$ cat src/rtl/im_fetch_arbiter.sv
// Program-counter owner and instruction-memory arbiter: boot-time image loader,
// PC sequencing and fair sharing of the write port with a run-time loader.
module im_fetch_arbiter #(
    parameter logic [31:0] RESET_PC     = 32'h0000_3000,
    parameter bit          BOOT_LOAD    = 1'b1,
    parameter int          AW           = 10,
    parameter int          STARVE_LIMIT = 4
) (
    input  logic          clk,
    input  logic          reset,
    input  logic          stall,
    input  logic          redirect,
    input  logic [31:0]   redirect_pc,
    output logic [31:0]   pc,
    output logic [AW-1:0] im_addr,
    output logic          instr_valid,
    input  logic          ld_valid,
    output logic          ld_ready,
    input  logic [31:0]   ld_addr,
    input  logic [31:0]   ld_data,
    input  logic          ld_last,
    output logic          im_we,
    output logic [AW-1:0] im_waddr,
    output logic [31:0]   im_wdata,
    output logic          loading,
    output logic [AW:0]   ld_count,
    output logic          ld_err,
    output logic [1:0]    dbg_state
);

    typedef enum logic [1:0] {
        ST_LOAD  = 2'd0,
        ST_DRAIN = 2'd1,
        ST_RUN   = 2'd2
    } state_t;

    localparam state_t      RESET_STATE = BOOT_LOAD ? ST_LOAD : ST_RUN;
    localparam logic [AW:0] CNT_MAX     = {1'b1, {AW{1'b0}}};
    localparam logic [3:0]  LIMIT_M1    = 4'(STARVE_LIMIT - 1);

    state_t        r_state;
    logic [31:0]   r_pc;
    logic          r_im_we;
    logic [AW-1:0] r_im_waddr;
    logic [31:0]   r_im_wdata;
    logic [AW:0]   r_ld_count;
    logic          r_ld_err;
    logic [3:0]    r_starve_cnt;
    logic          r_force_q;

    logic          w_ld_ready;
    logic          w_accept;
    logic          w_aligned;
    logic          w_denied;
    logic          w_starve_hit;
    logic [31:0]   w_pc_next;
    logic          w_unused_bits;

    // Loader handshake: a beat transfers in any cycle where ld_valid and
    // ld_ready are both high; ld_ready never depends on ld_valid.
    always_comb begin
        w_ld_ready = 1'b0;
        case (r_state)
            ST_LOAD:  w_ld_ready = 1'b1;
            ST_DRAIN: w_ld_ready = 1'b0;
            ST_RUN:   w_ld_ready = stall | r_force_q;
            default:  w_ld_ready = 1'b0;
        endcase
    end

    assign w_accept  = ld_valid & w_ld_ready;
    assign w_aligned = (ld_addr[1:0] == 2'b00);
    assign w_denied  = (r_state == ST_RUN) & ld_valid & ~w_ld_ready;
    // Hit when this denial brings the run of consecutive denials to the limit.
    assign w_starve_hit = w_denied & (r_starve_cnt >= LIMIT_M1);

    always_comb begin
        w_pc_next = r_pc + 32'd4;
        if (redirect) begin
            w_pc_next = {redirect_pc[31:2], 2'b00};
        end else if (r_force_q || stall) begin
            w_pc_next = r_pc;
        end
    end

    always_ff @(posedge clk or negedge reset) begin
        if (!reset) begin
            r_state      <= RESET_STATE;
            r_pc         <= RESET_PC;
            r_im_we      <= 1'b0;
            r_im_waddr   <= '0;
            r_im_wdata   <= '0;
            r_ld_count   <= '0;
            r_ld_err     <= 1'b0;
            r_starve_cnt <= 4'd0;
            r_force_q    <= 1'b0;
        end else begin
            r_im_we   <= w_accept & w_aligned;
            r_force_q <= 1'b0;
            if (w_accept && w_aligned) begin
                r_im_waddr <= ld_addr[AW+1:2];
                r_im_wdata <= ld_data;
            end
            if (w_accept && !w_aligned) begin
                r_ld_err <= 1'b1;
            end
            case (r_state)
                ST_LOAD: begin
                    r_pc         <= RESET_PC;
                    r_starve_cnt <= 4'd0;
                    if (w_accept && w_aligned && (r_ld_count != CNT_MAX)) begin
                        r_ld_count <= r_ld_count + (AW+1)'(1);
                    end
                    if (w_accept && ld_last) begin
                        r_state <= ST_DRAIN;
                    end
                end
                ST_DRAIN: begin
                    r_pc         <= RESET_PC;
                    r_starve_cnt <= 4'd0;
                    r_state      <= ST_RUN;
                end
                ST_RUN: begin
                    r_pc <= w_pc_next;
                    if (w_denied) begin
                        if (r_starve_cnt != 4'hF) begin
                            r_starve_cnt <= r_starve_cnt + 4'd1;
                        end
                    end else begin
                        r_starve_cnt <= 4'd0;
                    end
                    // A redirect cycle defers the bubble; the still-saturated
                    // counter re-requests it on the next denied cycle.
                    r_force_q <= w_starve_hit & ~redirect;
                end
                default: begin
                    r_state <= RESET_STATE;
                end
            endcase
        end
    end

    assign pc          = r_pc;
    assign im_addr     = r_pc[AW+1:2];
    assign instr_valid = (r_state == ST_RUN) & ~r_force_q;
    assign ld_ready    = w_ld_ready;
    assign im_we       = r_im_we;
    assign im_waddr    = r_im_waddr;
    assign im_wdata    = r_im_wdata;
    assign loading     = (r_state == ST_LOAD) | (r_state == ST_DRAIN);
    assign ld_count    = r_ld_count;
    assign ld_err      = r_ld_err;
    assign dbg_state   = r_state;

    assign w_unused_bits = &{1'b0, ld_addr[31:AW+2], redirect_pc[1:0]};

endmodule
$ cat config.mk
export PLATFORM = sky130hd
export DESIGN_NAME = im_fetch_arbiter
export DESIGN_NICKNAME = d
export VERILOG_FILES = /design/src/rtl/im_fetch_arbiter.sv
export SDC_FILE = /design/constraint.sdc
export NUM_CORES = 1
export LEC_CHECK = 0
export CAP_MARGIN = 10
export CORE_UTILIZATION = 35
export DETAILED_ROUTE_END_ITERATION = 10
export GPL_TIMING_DRIVEN = 0
export PLACE_DENSITY_LB_ADDON = 0.08
export RECOVER_POWER = 25
export SYNTH_ARGS = -nofsm -noshare
export SYNTH_HDL_FRONTEND = slang
export SYNTH_SLANG_ARGS = --single-unit
$ cat constraint.sdc
create_clock -name clk -period 4.2 [get_ports clk]
set_clock_uncertainty 0.1 [all_clocks]
set_input_delay 1.26 -clock clk [delete_from_list [all_inputs] [get_ports clk]]
set_output_delay 1.26 -clock clk [all_outputs]
set_load 0.01 [all_outputs]
==> impl_results.md <==
* Top cell type's share of synthesized area at 50.1%
* Async SR Flop Fraction at 100%
* Final WS setup at 0.116 ns
* Filler cell count at 1160
* Hold_buf cts at 0
* Most common cell in the netlist: dfrtp_1
* Yosys warns at 0
* Ys flop type: dfrtp_1
* Residual DRC at 0
* CTS tree: done
* Vias at between 3000 and 4000
* Post-synth EDFFs at 0
* Tmin final at 4.08 ns
* Clk_lat worst skew at roughly 0.34 ns
* Max-Cap Viols at 1
* Core Region at 12600 um^2
* Crit end category: primary output
* Initial drt markers at 237
* Worst VDD drop at 0.000343 V
* Final TNS setup at 0 ns
* DP Area at roughly 6500 um^2
* Antenna diodes at 0
* Post-CTS setup buffer count at 0
* Share of post-route cells with drive strength above 1 at 13.7%
* Pleak at 2.83 nW
* Avg Cell Area, Syn at 10.6 um^2
* CTS Buf Count at 9
* CP required at 2.84 ns
* Gr ovfl total at 0
* Cell taking the most area after synthesis: dfrtp_1
* Port buffer count at 178
* Slew Limit Headroom at -41.9%
* Area contributors post-synth: dfrtp_1 50%, mux2_2 11%, o21ai_0 3.2%
* Max FO, Critical Path at 8
* Wire per inst at 16.5 um
* Worst hold-check path type: reg -> reg
* Unrepaired setup endpoints after global routing: false
* Synth-to-layout area growth at 52.2%
* Failing checks: max-capacitance violations, max-slew violations
* Largest net degree at the start of global routing at 59
* Mapped cell area at 4490 um^2
* Delay of the slowest critical-path stage at 0.50 ns
* Initial antenna violation count at 0
* Row cnt at 41
* Run status: finished with violations
* Vias in the first global route at around 3900
* Vias per cell at 5.02
* Fin. Hold Viols at 0
* WL final at about 13000 um
* Slew Limit Fails at 35
* Most frequent cells after synthesis: 90 x dfrtp_1, 42 x mux2_2, 29 x nor2_1, 29 x o21ai_0, 25 x nand2_1
* Clk sinks at between 90 and 100
* Ports at 204
* Routed Antenna Nets at 0
* DP Worst Slack at roughly 0.15 ns
* Most used cell, CP: clkdlybuf4s50_1
* Finish-stage setup viols at 0
* Max Freq at approximately 240 MHz
* P per Cell Area at around 550 nW/um^2
* CP Launch Type: primary input
* Worst-path clk slew at 0.06 ns
* Synth Register Bits at 92
* Slowest cell on crit path: clkdlybuf4s50_1
* Gp weighted congestion at 0.841
* First-pass GRT wire length at ~20000 um
* Gr usage total at between 10% and 20%
* Gate Count Post-Synth at 424
* WP data arrival at 2.72 ns
* Register area share after synthesis at 51.3%
* Drt first pass iters at 4
* Netlist cell types at 48
* CTS root buf: clkbuf_16
* Final period util at 97.2%
* Die W at 115 um
* Die Ht at 115 um
* Starting Density at 35.8%
* Setup CP Type: in -> out
* H-tree levels at 3
* Clock Tree Buf Depth at 2
* Worst path cell trace: clkdlybuf4s50_1, nor2_1, a21oi_1, clkdlybuf4s50_1
* Post_cts resized at 0
* Fin area at 6840 um^2
* NumNets Final at approximately 700
* Post-DP HPWL at 9570 um
* Die area at 13300 um^2
* Slew @ Worst Pin at 2.13 ns
==> worst paths after layout <==
check	from	endpoint	slack, ns	cells past startpoint
max	stall	ld_ready	0.12	4
min	ld_err$_DFFE_PN0P_	ld_err$_DFFE_PN0P_	0.38	1
max reg2reg	pc[2]$_DFFE_PN0P_	pc[28]$_DFFE_PN0P_	1.72	6
min reg2reg	ld_err$_DFFE_PN0P_	ld_err$_DFFE_PN0P_	0.38	1
max in group asynchronous	reset	r_starve_cnt[3]$_DFFE_PN0P_	1.35	1
min in group asynchronous	reset	pc[28]$_DFFE_PN0P_	1.42	1
==> state kept, by name, summed over array words and instances (netlist names) <==
register,count
im_waddr,10
pc,30
r_starve_cnt,4
ld_err,1
dbg_state,2
r_force_q,1
im_we,1
ld_count,11
im_wdata,32
==> layer usage <==
layer	share of wire [%]	up-vias	track usage, %
li1	-	1896	-
met1	43	1924	24.9
met2	50	134	32.1
met3	4.9	22	4.53
met4	2.3	0	8.31
met5	0	-	0
==> layout make-up <==
cell class | count | area (um^2) | area share [%]
Buffer | 34 | 188 | 2.74
Clock buffer | 10 | 239 | 3.49
Clock inverter | 6 | 86.3 | 1.26
Inverter | 10 | 37.5 | 0.549
Multi-Input combinational cell | 289 | 1970 | 28.8
Sequential cell | 92 | 2300 | 33.7
Tap cell | 172 | 215 | 3.15
Timing Repair Buffer | 179 | 1800 | 26.4
==> per-stage QoR <==
| stage | total power, mW | hold slack (ns) | utilization (%) | cells |
|---|---|---|---|---|
| after floorplan | 2.00 | 0.378 | - | 425 |
| after global placement | 2.86 | 0.369 | 51.7 | 775 |
| after detailed placement | 2.89 | 0.369 | 51.9 | 776 |
| after CTS | 3.79 | 0.384 | 54.5 | 792 |
| after global routing | 3.97 | 0.405 | 54.4 | 792 |
| final | 3.76 | 0.375 | 54.4 | 792 |
==> placed cells by master (no fill, tap or decap), types with 8 or more instances in the layout <==
| cell type | n |
|---|---|
| clkbuf_1 | 15 |
| nor2_1 | 29 |
| nand2_1 | 25 |
| dfrtp_1 | 90 |
| buf_4 | 14 |
| clkdlybuf4s50_1 | 177 |
| a22oi_1 | 10 |
| xor2_1 | 8 |
| nor3_1 | 8 |
| nand4_1 | 14 |
| o21ai_1 | 11 |
| mux2_2 | 42 |
| inv_1 | 10 |
| nand3_1 | 22 |
| o21ai_0 | 29 |
| a21oi_1 | 16 |
| xnor2_1 | 10 |
| clkbuf_16 | 9 |
==> cells by family (layout without fill, tap and decap cells) <==
logic type | after synthesis | after routing | share of synthesized area [%]
other cells | 1 | 2 | 0.0834
xor+xnor | 18 | 18 | 3.51
mux | 46 | 46 | 11.4
flops | 92 | 92 | 51.3
fa+ha+maj | 4 | 4 | 1.11
simple gates | 127 | 127 | 14.8
buf+inv | 44 | 239 | 5.01
compound gates | 92 | 92 | 12.8
==> worst max-delay path, delay by kind of cell <==
kind            cells  cell delay (ns)
simple gates        1             0.39
compound gates      1             0.13
buf+inv             2             0.94
==> power by group <==
part	internal [mW]	leakage [nW]	switching, mW
Clock	0.538	0.159	0.358
Sequential	1.16	1.15	0.231
Combinational	0.860	1.51	0.609
Note: power is estimated with default switching activity, not from simulation.
